===== config.mk =====
export PLATFORM = sky130hd
export DESIGN_NAME = norm_shift_pipe
export DESIGN_NICKNAME = d
export VERILOG_FILES = /design/src/rtl/norm_shift_pipe.sv
export SDC_FILE = /design/constraint.sdc
export NUM_CORES = 1
export LEC_CHECK = 0
export CAP_MARGIN = 5
export CORE_UTILIZATION = 32
export CTS_CLUSTER_DIAMETER = 100
export DETAILED_ROUTE_END_ITERATION = 6
export DONT_BUFFER_PORTS = 1
export SLEW_MARGIN = 20
export SYNTH_ARGS = -nofsm -noshare
export SYNTH_HDL_FRONTEND = slang
export SYNTH_SLANG_ARGS = --single-unit

===== constraint.sdc =====
create_clock -name clk -period 13.5 [get_ports clk]
set_input_delay 0.675 -clock clk [delete_from_list [all_inputs] [get_ports clk]]
set_output_delay 0.675 -clock clk [all_outputs]
set_load 0.01 [all_outputs]

===== src/rtl/norm_shift_pipe.sv =====
// Two-stage valid/ready significand normaliser: counts leading zeros, left-justifies the
// mantissa and lowers the exponent, with subnormal clamp or flush-to-zero on underflow.
module norm_shift_pipe #(
  parameter int unsigned  MANT_W     = 53,
  parameter int unsigned  EXP_W      = 11,
  parameter bit           SUBNORM_EN = 1'b1,
  localparam int unsigned SH_W       = $clog2(MANT_W + 1)
) (
  input  logic              clk,
  input  logic              rst_n,
  input  logic              in_valid_i,
  output logic              in_ready_o,
  input  logic [MANT_W-1:0] in_mant_i,
  input  logic [EXP_W-1:0]  in_exp_i,
  output logic              out_valid_o,
  input  logic              out_ready_i,
  output logic [MANT_W-1:0] out_mant_o,
  output logic [EXP_W-1:0]  out_exp_o,
  output logic [SH_W-1:0]   out_shift_o,
  output logic              out_zero_o,
  output logic              out_uflow_o
);

  // Common width so the lzc/exponent comparison never truncates either operand.
  localparam int unsigned CMP_W = (SH_W > EXP_W) ? SH_W : EXP_W;

  function automatic logic [SH_W-1:0] count_lz(input logic [MANT_W-1:0] m);
    logic [SH_W-1:0] n;
    logic            found;
    n     = '0;
    found = 1'b0;
    for (int i = MANT_W - 1; i >= 0; i--) begin
      if (!found) begin
        if (m[i]) begin
          found = 1'b1;
        end else begin
          n = n + SH_W'(1);
        end
      end
    end
    return n;
  endfunction

  logic              s1_valid_q, s1_valid_d;
  logic [MANT_W-1:0] s1_mant_q, s1_mant_d;
  logic [EXP_W-1:0]  s1_exp_q, s1_exp_d;
  logic [SH_W-1:0]   s1_lzc_q, s1_lzc_d;
  logic              s1_zero_q, s1_zero_d;

  logic              s2_valid_q, s2_valid_d;
  logic [MANT_W-1:0] s2_mant_q, s2_mant_d;
  logic [EXP_W-1:0]  s2_exp_q, s2_exp_d;
  logic [SH_W-1:0]   s2_shift_q, s2_shift_d;
  logic              s2_zero_q, s2_zero_d;
  logic              s2_uflow_q, s2_uflow_d;

  logic              s2_adv;
  logic              s1_load;
  logic              s2_load;

  logic [CMP_W-1:0]  lzc_ext;
  logic [CMP_W-1:0]  exp_ext;
  logic [MANT_W-1:0] res_mant;
  logic [EXP_W-1:0]  res_exp;
  logic [SH_W-1:0]   res_shift;
  logic              res_zero;
  logic              res_uflow;

  assign s2_adv     = ~s2_valid_q | out_ready_i;
  assign in_ready_o = ~s1_valid_q | s2_adv;
  assign s1_load    = in_valid_i & in_ready_o;
  assign s2_load    = s1_valid_q & s2_adv;

  always_comb begin
    s1_valid_d = in_ready_o ? in_valid_i : s1_valid_q;
    s1_mant_d  = s1_mant_q;
    s1_exp_d   = s1_exp_q;
    s1_lzc_d   = s1_lzc_q;
    s1_zero_d  = s1_zero_q;
    if (s1_load) begin
      s1_mant_d = in_mant_i;
      s1_exp_d  = in_exp_i;
      s1_lzc_d  = count_lz(in_mant_i);
      s1_zero_d = ~|in_mant_i;
    end
  end

  // Shift is bounded by lzc in every branch, so no set bit is ever pushed out the top.
  always_comb begin
    lzc_ext   = CMP_W'(s1_lzc_q);
    exp_ext   = CMP_W'(s1_exp_q);
    res_mant  = '0;
    res_exp   = '0;
    res_shift = '0;
    res_zero  = 1'b0;
    res_uflow = 1'b0;
    if (s1_zero_q) begin
      res_zero = 1'b1;
    end else if (lzc_ext <= exp_ext) begin
      res_shift = s1_lzc_q;
      res_mant  = s1_mant_q << s1_lzc_q;
      res_exp   = EXP_W'(exp_ext - lzc_ext);
    end else begin
      res_uflow = 1'b1;
      if (SUBNORM_EN) begin
        res_shift = SH_W'(s1_exp_q);
        res_mant  = s1_mant_q << res_shift;
      end else begin
        res_shift = s1_lzc_q;
      end
    end
  end

  always_comb begin
    s2_valid_d = s2_adv ? s1_valid_q : s2_valid_q;
    s2_mant_d  = s2_mant_q;
    s2_exp_d   = s2_exp_q;
    s2_shift_d = s2_shift_q;
    s2_zero_d  = s2_zero_q;
    s2_uflow_d = s2_uflow_q;
    if (s2_load) begin
      s2_mant_d  = res_mant;
      s2_exp_d   = res_exp;
      s2_shift_d = res_shift;
      s2_zero_d  = res_zero;
      s2_uflow_d = res_uflow;
    end
  end

  always_ff @(posedge clk or negedge rst_n) begin
    if (!rst_n) begin
      s1_valid_q <= 1'b0;
      s1_mant_q  <= '0;
      s1_exp_q   <= '0;
      s1_lzc_q   <= '0;
      s1_zero_q  <= 1'b0;
      s2_valid_q <= 1'b0;
      s2_mant_q  <= '0;
      s2_exp_q   <= '0;
      s2_shift_q <= '0;
      s2_zero_q  <= 1'b0;
      s2_uflow_q <= 1'b0;
    end else begin
      s1_valid_q <= s1_valid_d;
      s1_mant_q  <= s1_mant_d;
      s1_exp_q   <= s1_exp_d;
      s1_lzc_q   <= s1_lzc_d;
      s1_zero_q  <= s1_zero_d;
      s2_valid_q <= s2_valid_d;
      s2_mant_q  <= s2_mant_d;
      s2_exp_q   <= s2_exp_d;
      s2_shift_q <= s2_shift_d;
      s2_zero_q  <= s2_zero_d;
      s2_uflow_q <= s2_uflow_d;
    end
  end

  assign out_valid_o = s2_valid_q;
  assign out_mant_o  = s2_mant_q;
  assign out_exp_o   = s2_exp_q;
  assign out_shift_o = s2_shift_q;
  assign out_zero_o  = s2_zero_q;
  assign out_uflow_o = s2_uflow_q;

endmodule


; ---- Yosys cells after proc, flatten, opt, wreduce, memory -nomap -nowiden
; Cells that the tools add are included.
[word_totals]
reg_bits = 145
latchBits = 0
ram_bits = 0
rom_bits = 0
wordCells = 396
mem_count = 0
[op_classes]
n_addsub = 53
multipliers = 0
n_div = 0
magnitude_cmp = 1
eq_ne = 0
shift = 2
n_mux = 321
bitwise = 6
reduce_logical = 2
[ops]
columns = op, count
row1 = 6-bit two-way mux, 158
row2 = 6-bit by 1-bit adder with 6-bit output (second input constant), 52
row3 = 1-bit two-way mux, 159
row4 = 53-bit two-way mux, 2
row5 = 53-bit by 6-bit left shift with 53-bit output, 2
row6 = 53-bit OR reduction, 1
row7 = 11-bit two-way mux, 2
row8 = 6-bit by 11-bit less-or-equal comparator with 1-bit output, 1
row9 = 11-bit by 6-bit subtractor with 11-bit output, 1
row10 = 1-bit AND, 2
row11 = 1-bit NOT, 2
row12 = 1-bit bitwise OR, 2
row13 = 1-bit zero test, 1

; ---- Depth between registers and ports, before layout
; Gate-level depths: netlist of the first run.
[logic_depth]
depth_word = 212
depth_mapped = 132
depth_no_buf = 131

; ---- Worst setup path before layout of the first run
; No wires, ideal clock.
[synth_path]
kind = in2reg
from = input port in_mant_i[51]
to = register s1_lzc_q[4]
setup_time_ps = 131
t_arrival_ps = 22413
required_ps = 13369
slack_ps = -9043
cell_stages = 129
n_path_buf = 2
path_cell_list = buf_6 -> or4_1 -> buf_6 -> and2_1 -> ha_1 -> nor2_1 -> a2111oi_0 -> nor3_1 -> nor3_1 -> nor2_1 -> ha_1 -> nand2b_1 -> nand3_1 -> o31ai_1 -> ha_1 -> nor2b_1 -> a22o_1 -> a21oi_1 -> [... 93 more ...] -> a21oi_1 -> inv_1 -> ha_1 -> nor2_1 -> a21oi_1 -> ha_1 -> mux2i_1 -> mux2i_1 -> ha_1 -> mux2_2 -> ha_1 -> nor2b_1 -> o21ai_0 -> a21o_1 -> a21oi_1 -> xor2_1 -> xnor2_1 -> o21ai_1
[synth_via]
elab_chain_cells = 206
[synth_rtl]
columns = element, line_no
row1 = "start, declared", 13  ; input logic [MANT_W-1:0] in_mant_i,
row2 = 6-bit two-way mux, 34  ; if (m[i]) begin
row3 = 6-bit two-way mux, 33  ; if (!found) begin
row4 = 6-bit two-way mux, 80  ; if (s1_load) begin
row5 = 6-bit by 1-bit adder with 6-bit output, 37  ; n = n + SH_W'(1);
row6 = 6-bit two-way mux, 34
row7 = 6-bit two-way mux, 33
row8 = 6-bit two-way mux, 80
row9 = 6-bit by 1-bit adder with 6-bit output, 37
row10 = [... 190 more ...], --
row11 = 6-bit two-way mux, 80
row12 = 6-bit by 1-bit adder with 6-bit output, 37
row13 = 6-bit two-way mux, 34
row14 = 6-bit two-way mux, 33
row15 = 6-bit two-way mux, 80
row16 = 6-bit by 1-bit adder with 6-bit output, 37
row17 = 6-bit two-way mux, 34
row18 = 6-bit two-way mux *, 33
row19 = "end signal, assigned", 147  ; s1_lzc_q <= s1_lzc_d;
row20 = "end, declared", 47  ; logic [SH_W-1:0] s1_lzc_q, s1_lzc_d;
; Every way passes the cells marked *; elsewhere a longest branch is shown, timed or not. The select of a mux whose other input is x is not followed.
; A chain may end at the register's enable or synchronous reset.

; ---- Worst setup path after layout of the first run
[layout_path]
from = input port in_mant_i[50]
to = register s1_lzc_q[4]
[layout_via]
elab_chain_cells = 202
[layout_rtl]
columns = element, line_no
row1 = 6-bit two-way mux, 34
row2 = 6-bit two-way mux, 33
row3 = 6-bit two-way mux, 80
row4 = 6-bit by 1-bit adder with 6-bit output, 37
row5 = 6-bit two-way mux, 34
row6 = 6-bit two-way mux, 33
row7 = 6-bit two-way mux, 80
row8 = 6-bit by 1-bit adder with 6-bit output, 37
row9 = [... 186 more ...], --
row10 = 6-bit two-way mux, 80
row11 = 6-bit by 1-bit adder with 6-bit output, 37
row12 = 6-bit two-way mux, 34
row13 = 6-bit two-way mux, 33
row14 = 6-bit two-way mux, 80
row15 = 6-bit by 1-bit adder with 6-bit output, 37
row16 = 6-bit two-way mux, 34
row17 = 6-bit two-way mux *, 33
; Marks and branches as above.

==> results.toml, run 1 <==
[run_status]
status = "finished with violations"
violations = "negative setup slack"

[cts]
h-tree-depth = 4
clkLatencyLatePin_ns = 0.44
clockBufferDepth = 2
cts_buffers = 17
cts_tree = "done"
cts_root_buf = "clkbuf_16"
cts_num_sinks = 145
cts.clk_slew.worst_paths_ns = 0.07

[sta]
report.final.slew_viol_count = 0
hold_violations = 0
fmax_mhz = 47.0
fin_worst_skew_ns = 0.0118
grt_setup_unrepaired = "yes"
maxSlewHeadroom_pct = 25.4
post-route-worst-setup-slack_ns = -7.76
finalSetupViolCount = 5
period_share_pct = 157
worst_slew_pin_slew_ns = 1.11
period_needed_ns = 21.26

[yosys]
ys.flop_type = "dfrtp_1"
ys_seq_elements = 145
synth-compound-area-share_pct = 17.7
synth.mux.area_fraction_pct = 18.7
synthSimpleGateAreaFrac_pct = 21.4
syn_inst = 1899
synth_area_sq_um = 15600
avgSynthCellArea_sq_um = 8.22
synth_xor_area_share_pct = 10.8
yosys_warnings = 0
synth_fa_ha_area_share_pct = 4.73
synth_top_family_by_area = "simple AND/OR/NAND/NOR gates"
synth_edf_count = 0
synth_cell_types = 91
async_flop_share_pct = 100
syn_nets = 2023
ys_seq_area_share_pct = 23.3

[setup_path]
start_kind = "primary input"
cp_max_fo = 7
crit_path_end_kind = "register"
timing_worst_setup_path_type = "in2reg"
slowest_stage = "or4_4"
critical_path_required_ns = 13.80
path_common_cell = "buf_4"
crit_arrival_ns = 21.56
max_stage_delay_ns = 0.52

[route]
ant_nets = 0
vias = 15300
drcViolationCount = 0
drtIter0Drc = 945
drt_first_pass_iters = 5
viasPerCell = 5.46
wire_per_inst_um = 17.7
wl_mm = 49.6

[finish]
layout.cells.most_common = "buf_4"
diodes = 0
drive_gt1_share_pct = 27.4
fin_util_pct = 41.5
final_cell_mix = "buf_4 (348), nand2_1 (228), mux2i_1 (206)"
fin_area_sq_um = 19900
final_nets = 2294
fillers = 4685
layout.cells.non_filler = 2798
area_growth_pct = 27.6

[global_route]
grt_use_total_pct = 19.5
grt_pass1_vias = 15000
grt_max_degree = 146
antenna_found_initial = 0
grt.overflow.total = 0
grt_pass1_wl_mm = 79.1

[placement]
place_inst = 2717
gp_congestion = 0.911
place_area_sq_um = 18500
hpwl_mm = 39.0
io_buffer_count = 0

[power]
power_density_nw_per_um2 = 86.6
peakVddDrop_mv = 0.0640
leakagePower_nw = 8.59

[job]
cap_violations = 0

[die]
fp-row-count = 80
die_area_sq_um = 49600
fp.dieH_um = 223
initial_core_util_pct = 32.5
coreArea_sq_um = 47900
die_x_um = 223
ios = 142

[hold_path]
hp-class = "in2async"
## final timing paths
check | to | from | slack (ns) | depth (start not counted)
max | s1_lzc_q[4] | in_mant_i[50] | -7.76 | 125
min | exp_ext[6] | rst_n | 0.11 | 1
max reg2reg | out_mant_o[47] | s1_lzc_q[1] | 8.18 | 19
min reg2reg | s1_mant_q[51] | s1_mant_q[51] | 0.48 | 2
max in group asynchronous | out_exp_o[10] | rst_n | 12.63 | 1
min in group clk | s1_zero_q | in_mant_i[0] | 0.33 | 1
## where the power goes
group,total [W],internal (W),switching (W)
logic,0.000616,0.000286,0.000329
registers,0.000644,0.000527,0.000118
clock network,0.000464,0.000247,0.000217
## what timing repair did
item	in CTS	in global routing
gates resized for setup	41	43
cloned	0	0
pin swaps	99	61
hold buffers	1	0
setup endpoints to repair	5	5
endpoints found under the hold margin	145	0
buffers inserted	35	14
## routing by layer
metal | vias to the layer above | track usage, % | wire length (um)
met5 | - | 0 | 0
met3 | 66 | 3.12 | 2780
met2 | 424 | 33.5 | 23900
li1 | 7405 | - | -
met4 | 0 | 6.10 | 1190
met1 | 7396 | 24.9 | 21800
## sequential cells by signal, indices dropped and copies added, names as in the netlist
signal       flops
out_uflow_o      1
s1_mant_q       53
exp_ext         11
out_shift_o      6
out_valid_o      1
s1_zero_q        1
s1_lzc_q         6
s1_valid_q       1
out_mant_o      53
out_exp_o       11
out_zero_o       1
## worst max-delay path, delay by kind of cell
kind	cells	cell delay (ns)
AOI/OAI and AO/OA	50	7.52
buffers and inverters	16	2.09
adders and majority gates	20	5.47
muxes	10	2.01
and+or+nand+nor	26	3.32
xor gates and xnor gates	3	0.48
## per-stage QoR
stage,hold WS [ns],setup slack [ns],setup TNS [ns],power (W)
finish,0.107,-7.76,-36.94,0.00172
global route,0.283,-9.04,-43.05,0.00182
CTS,0.261,-7.66,-36.53,0.00171
detailed placement,0.386,-8.57,-41.11,0.00122
global placement,0.386,-7.77,-37.19,0.00120
floorplan,0.379,-7.72,-36.32,0.00102
## logic make-up (layout without fill, tap and decap cells)
| family | Yosys count | in the layout |
|---|---|---|
| xor gates and xnor gates | 159 | 159 |
| DFF | 145 | 145 |
| buffers and inverters | 134 | 418 |
| AOI/OAI and AO/OA | 436 | 436 |
| and+or+nand+nor | 684 | 684 |
| muxes | 282 | 282 |
| adders and majority gates | 59 | 59 |
## synthesized netlist by cell type (5+ instances only)
library cell	n	area [sq um]
dfrtp_1	145	3630
buf_1	17	63.8
or2_2	7	43.8
clkbuf_1	77	289
o31ai_1	9	67.6
nor3_1	38	190
and3_1	8	50.1
or3_1	16	100
nand2b_1	35	219
nand4_1	15	93.8
nand4b_1	6	52.6
xnor3_1	7	158
nand2_1	238	893
mux2_2	66	743
a31oi_1	20	125
nand3_1	49	245
xnor2_1	87	762
nor2_1	154	578
mux2i_1	214	2140
a211oi_1	27	203
nor4_1	16	100
nor2b_1	40	250
or4_1	10	75.1
o22ai_1	6	37.5
o21ai_0	115	576
nand3b_1	8	60.1
a21boi_0	5	37.5
xor2_1	48	420
ha_1	55	688
a22o_1	30	263
and2_1	14	87.6
a21oi_1	121	606
a21o_1	22	165
nor3b_1	7	52.6
a22oi_1	8	60.1
a32o_1	8	80.1
o21ai_1	10	50.1
xnor2_2	7	114
inv_1	35	131
o21a_1	12	90.1
## final cells by class
cell class                 instances  area, sq um  share of cell area [%]
clock buffer                      17          425                    2.14
multi-input combinational       1620        12100                    61.0
timing repair buffer             350         2650                    13.3
inverter                          36          135                   0.679
sequential                       145         3630                    18.2
clock inverter                    15          161                   0.811
tap                              615          769                    3.87
No activity file was read; power rests on OpenSTA's default activity.
==> inputs of run 2 (changes only) <==
- ABC_CLOCK_PERIOD_IN_PS: unset -> 18000
- PLACE_DENSITY: unset -> 0.57
- clock period: 13.5 -> 18 ns (I/O delays scaled with it)
==> results.toml, run 2 (synthesis gave the netlist of run 1 again) <==
[cts]
cts_root_buf = "clkbuf_16"
cts_tree = "done"
cts.clk_slew.worst_paths_ns = 0.07
h-tree-depth = 4
cts_buffers = 17
clockBufferDepth = 2
cts_num_sinks = 145
clkLatencyLatePin_ns = 0.44

[setup_path]
cp_max_fo = 8
crit_path_end_kind = "register"
timing_worst_setup_path_type = "in2reg"
crit_arrival_ns = 21.75
start_kind = "primary input"
critical_path_required_ns = 18.29
path_common_cell = "ha_1"
max_stage_delay_ns = 0.52
slowest_stage = "or4_4"

[sta]
period_share_pct = 119
grt_setup_unrepaired = "yes"
period_needed_ns = 21.46
worst_slew_pin_slew_ns = 1.12
report.final.slew_viol_count = 0
maxSlewHeadroom_pct = 24.8
hold_violations = 0
post-route-worst-setup-slack_ns = -3.46
finalSetupViolCount = 5
fin_worst_skew_ns = 0.00863
tns_ns = -15.79
fmax_mhz = 46.6

[job]
cap_violations = 0

[power]
peakVddDrop_mv = 0.0522
power_density_nw_per_um2 = 68.1
leakagePower_nw = 7.99

[die]
fp-row-count = 80
coreArea_sq_um = 47900
die_x_um = 223
fp.dieH_um = 223
initial_core_util_pct = 32.5
die_area_sq_um = 49600
ios = 142

[hold_path]
hp-class = "in2async"

[placement]
io_buffer_count = 0
hpwl_mm = 38.1
gp_congestion = 0.922
place_area_sq_um = 17700

[global_route]
grt_use_total_pct = 19.4
grt_pass1_vias = 14300
antenna_found_initial = 1
grt_max_degree = 146
grt.overflow.total = 0
grt_pass1_wl_mm = 77.9

[route]
ant_nets = 0
vias = 14700
wire_per_inst_um = 18.3
wl_mm = 48.8
drt_first_pass_iters = 5
drcViolationCount = 0
viasPerCell = 5.51
drtIter0Drc = 1017

[finish]
layout.cells.most_common = "nand2_1"
final_nets = 2170
fin_util_pct = 39.5
drive_gt1_share_pct = 22.7
fin_area_sq_um = 19000
final_cell_mix = "nand2_1 (230), buf_4 (225), mux2i_1 (208)"
area_growth_pct = 21.5

[run_status]
violations = "negative setup slack"
status = "finished with violations"
-- run 2: changes by cell type in the layout (fill, tap and decap cells not counted), sizes merged --
| cell | previous run | this run |
|---|---|---|
| inv | 45 | 43 |
| bufinv | 0 | 2 |
| buf | 350 | 226 |
| diode | 0 | 1 |
-- run 2: what timing repair did --
item,4_1_cts,5_1_grt
hold buffers,0,0
buffers inserted,19,21
resized for setup,25,55
setup endpoints to repair,5,5
pin swaps,42,111
-- run 2: layer usage --
metal	share of wire, %	vias up	track usage, %	wire [um]
li1	-	7186	-	-
met1	46	7130	25.4	22400
met2	48	368	33.0	23200
met3	5.1	47	3.36	2470
met4	1.6	0	4.52	760
met5	0	-	0	0
-- run 2: path summary, 6_finish.rpt --
kind	cells after the start	to	slack [ns]	from
hold / removal	0	out_exp_o[4]	0.16	rst_n
hold reg to reg	2	s1_mant_q[51]	0.48	s1_mant_q[51]
setup reg to reg	19	out_mant_o[47]	12.67	s1_lzc_q[1]
max in group asynchronous	0	s1_mant_q[50]	17.58	rst_n
min in group clk	2	s1_mant_q[51]	0.48	s1_mant_q[51]
setup / recovery	122	s1_lzc_q[4]	-3.46	in_mant_i[51]
-- run 2: per-stage QoR --
step | setup WS (ns) | hold slack [ns] | instances | power, W
floorplan | -3.44 | 0.449 | 1899 | 0.000765
CTS | -3.51 | 0.137 | 2655 | 0.00128
global placement | -3.60 | 0.472 | 2604 | 0.000898
finish | -3.46 | 0.162 | 2675 | 0.00129
global route | -4.85 | 0.130 | 2675 | 0.00136
detailed placement | -4.15 | 0.475 | 2604 | 0.000906
-- run 2: worst max-delay path, delay by kind of cell --
family          cells  cell delay (ns)
compound gates     55             7.99
xor+xnor            3             0.46
fa+ha+maj          23             6.28
buf+inv             6             0.77
mux                 9             1.53
simple gates       26             3.80
-- run 2: report_power, final --
group	leakage, nW	total, W	switching, W	internal, W
combinational	5.93	0.000445	0.000240	0.000205
clock	0.290	0.000363	0.000155	0.000208
sequential	1.77	0.000483	0.0000877	0.000395
-- run 2: area by class of cell --
type | instances | area (sq um)
antenna | 1 | 2.50
clock buffer | 17 | 425
clock inverter | 15 | 171
fill | 4806 | 29000
inverter | 36 | 135
multi-input combinational | 1620 | 12100
sequential | 145 | 3630
tap | 615 | 769
timing repair buffer | 226 | 1700
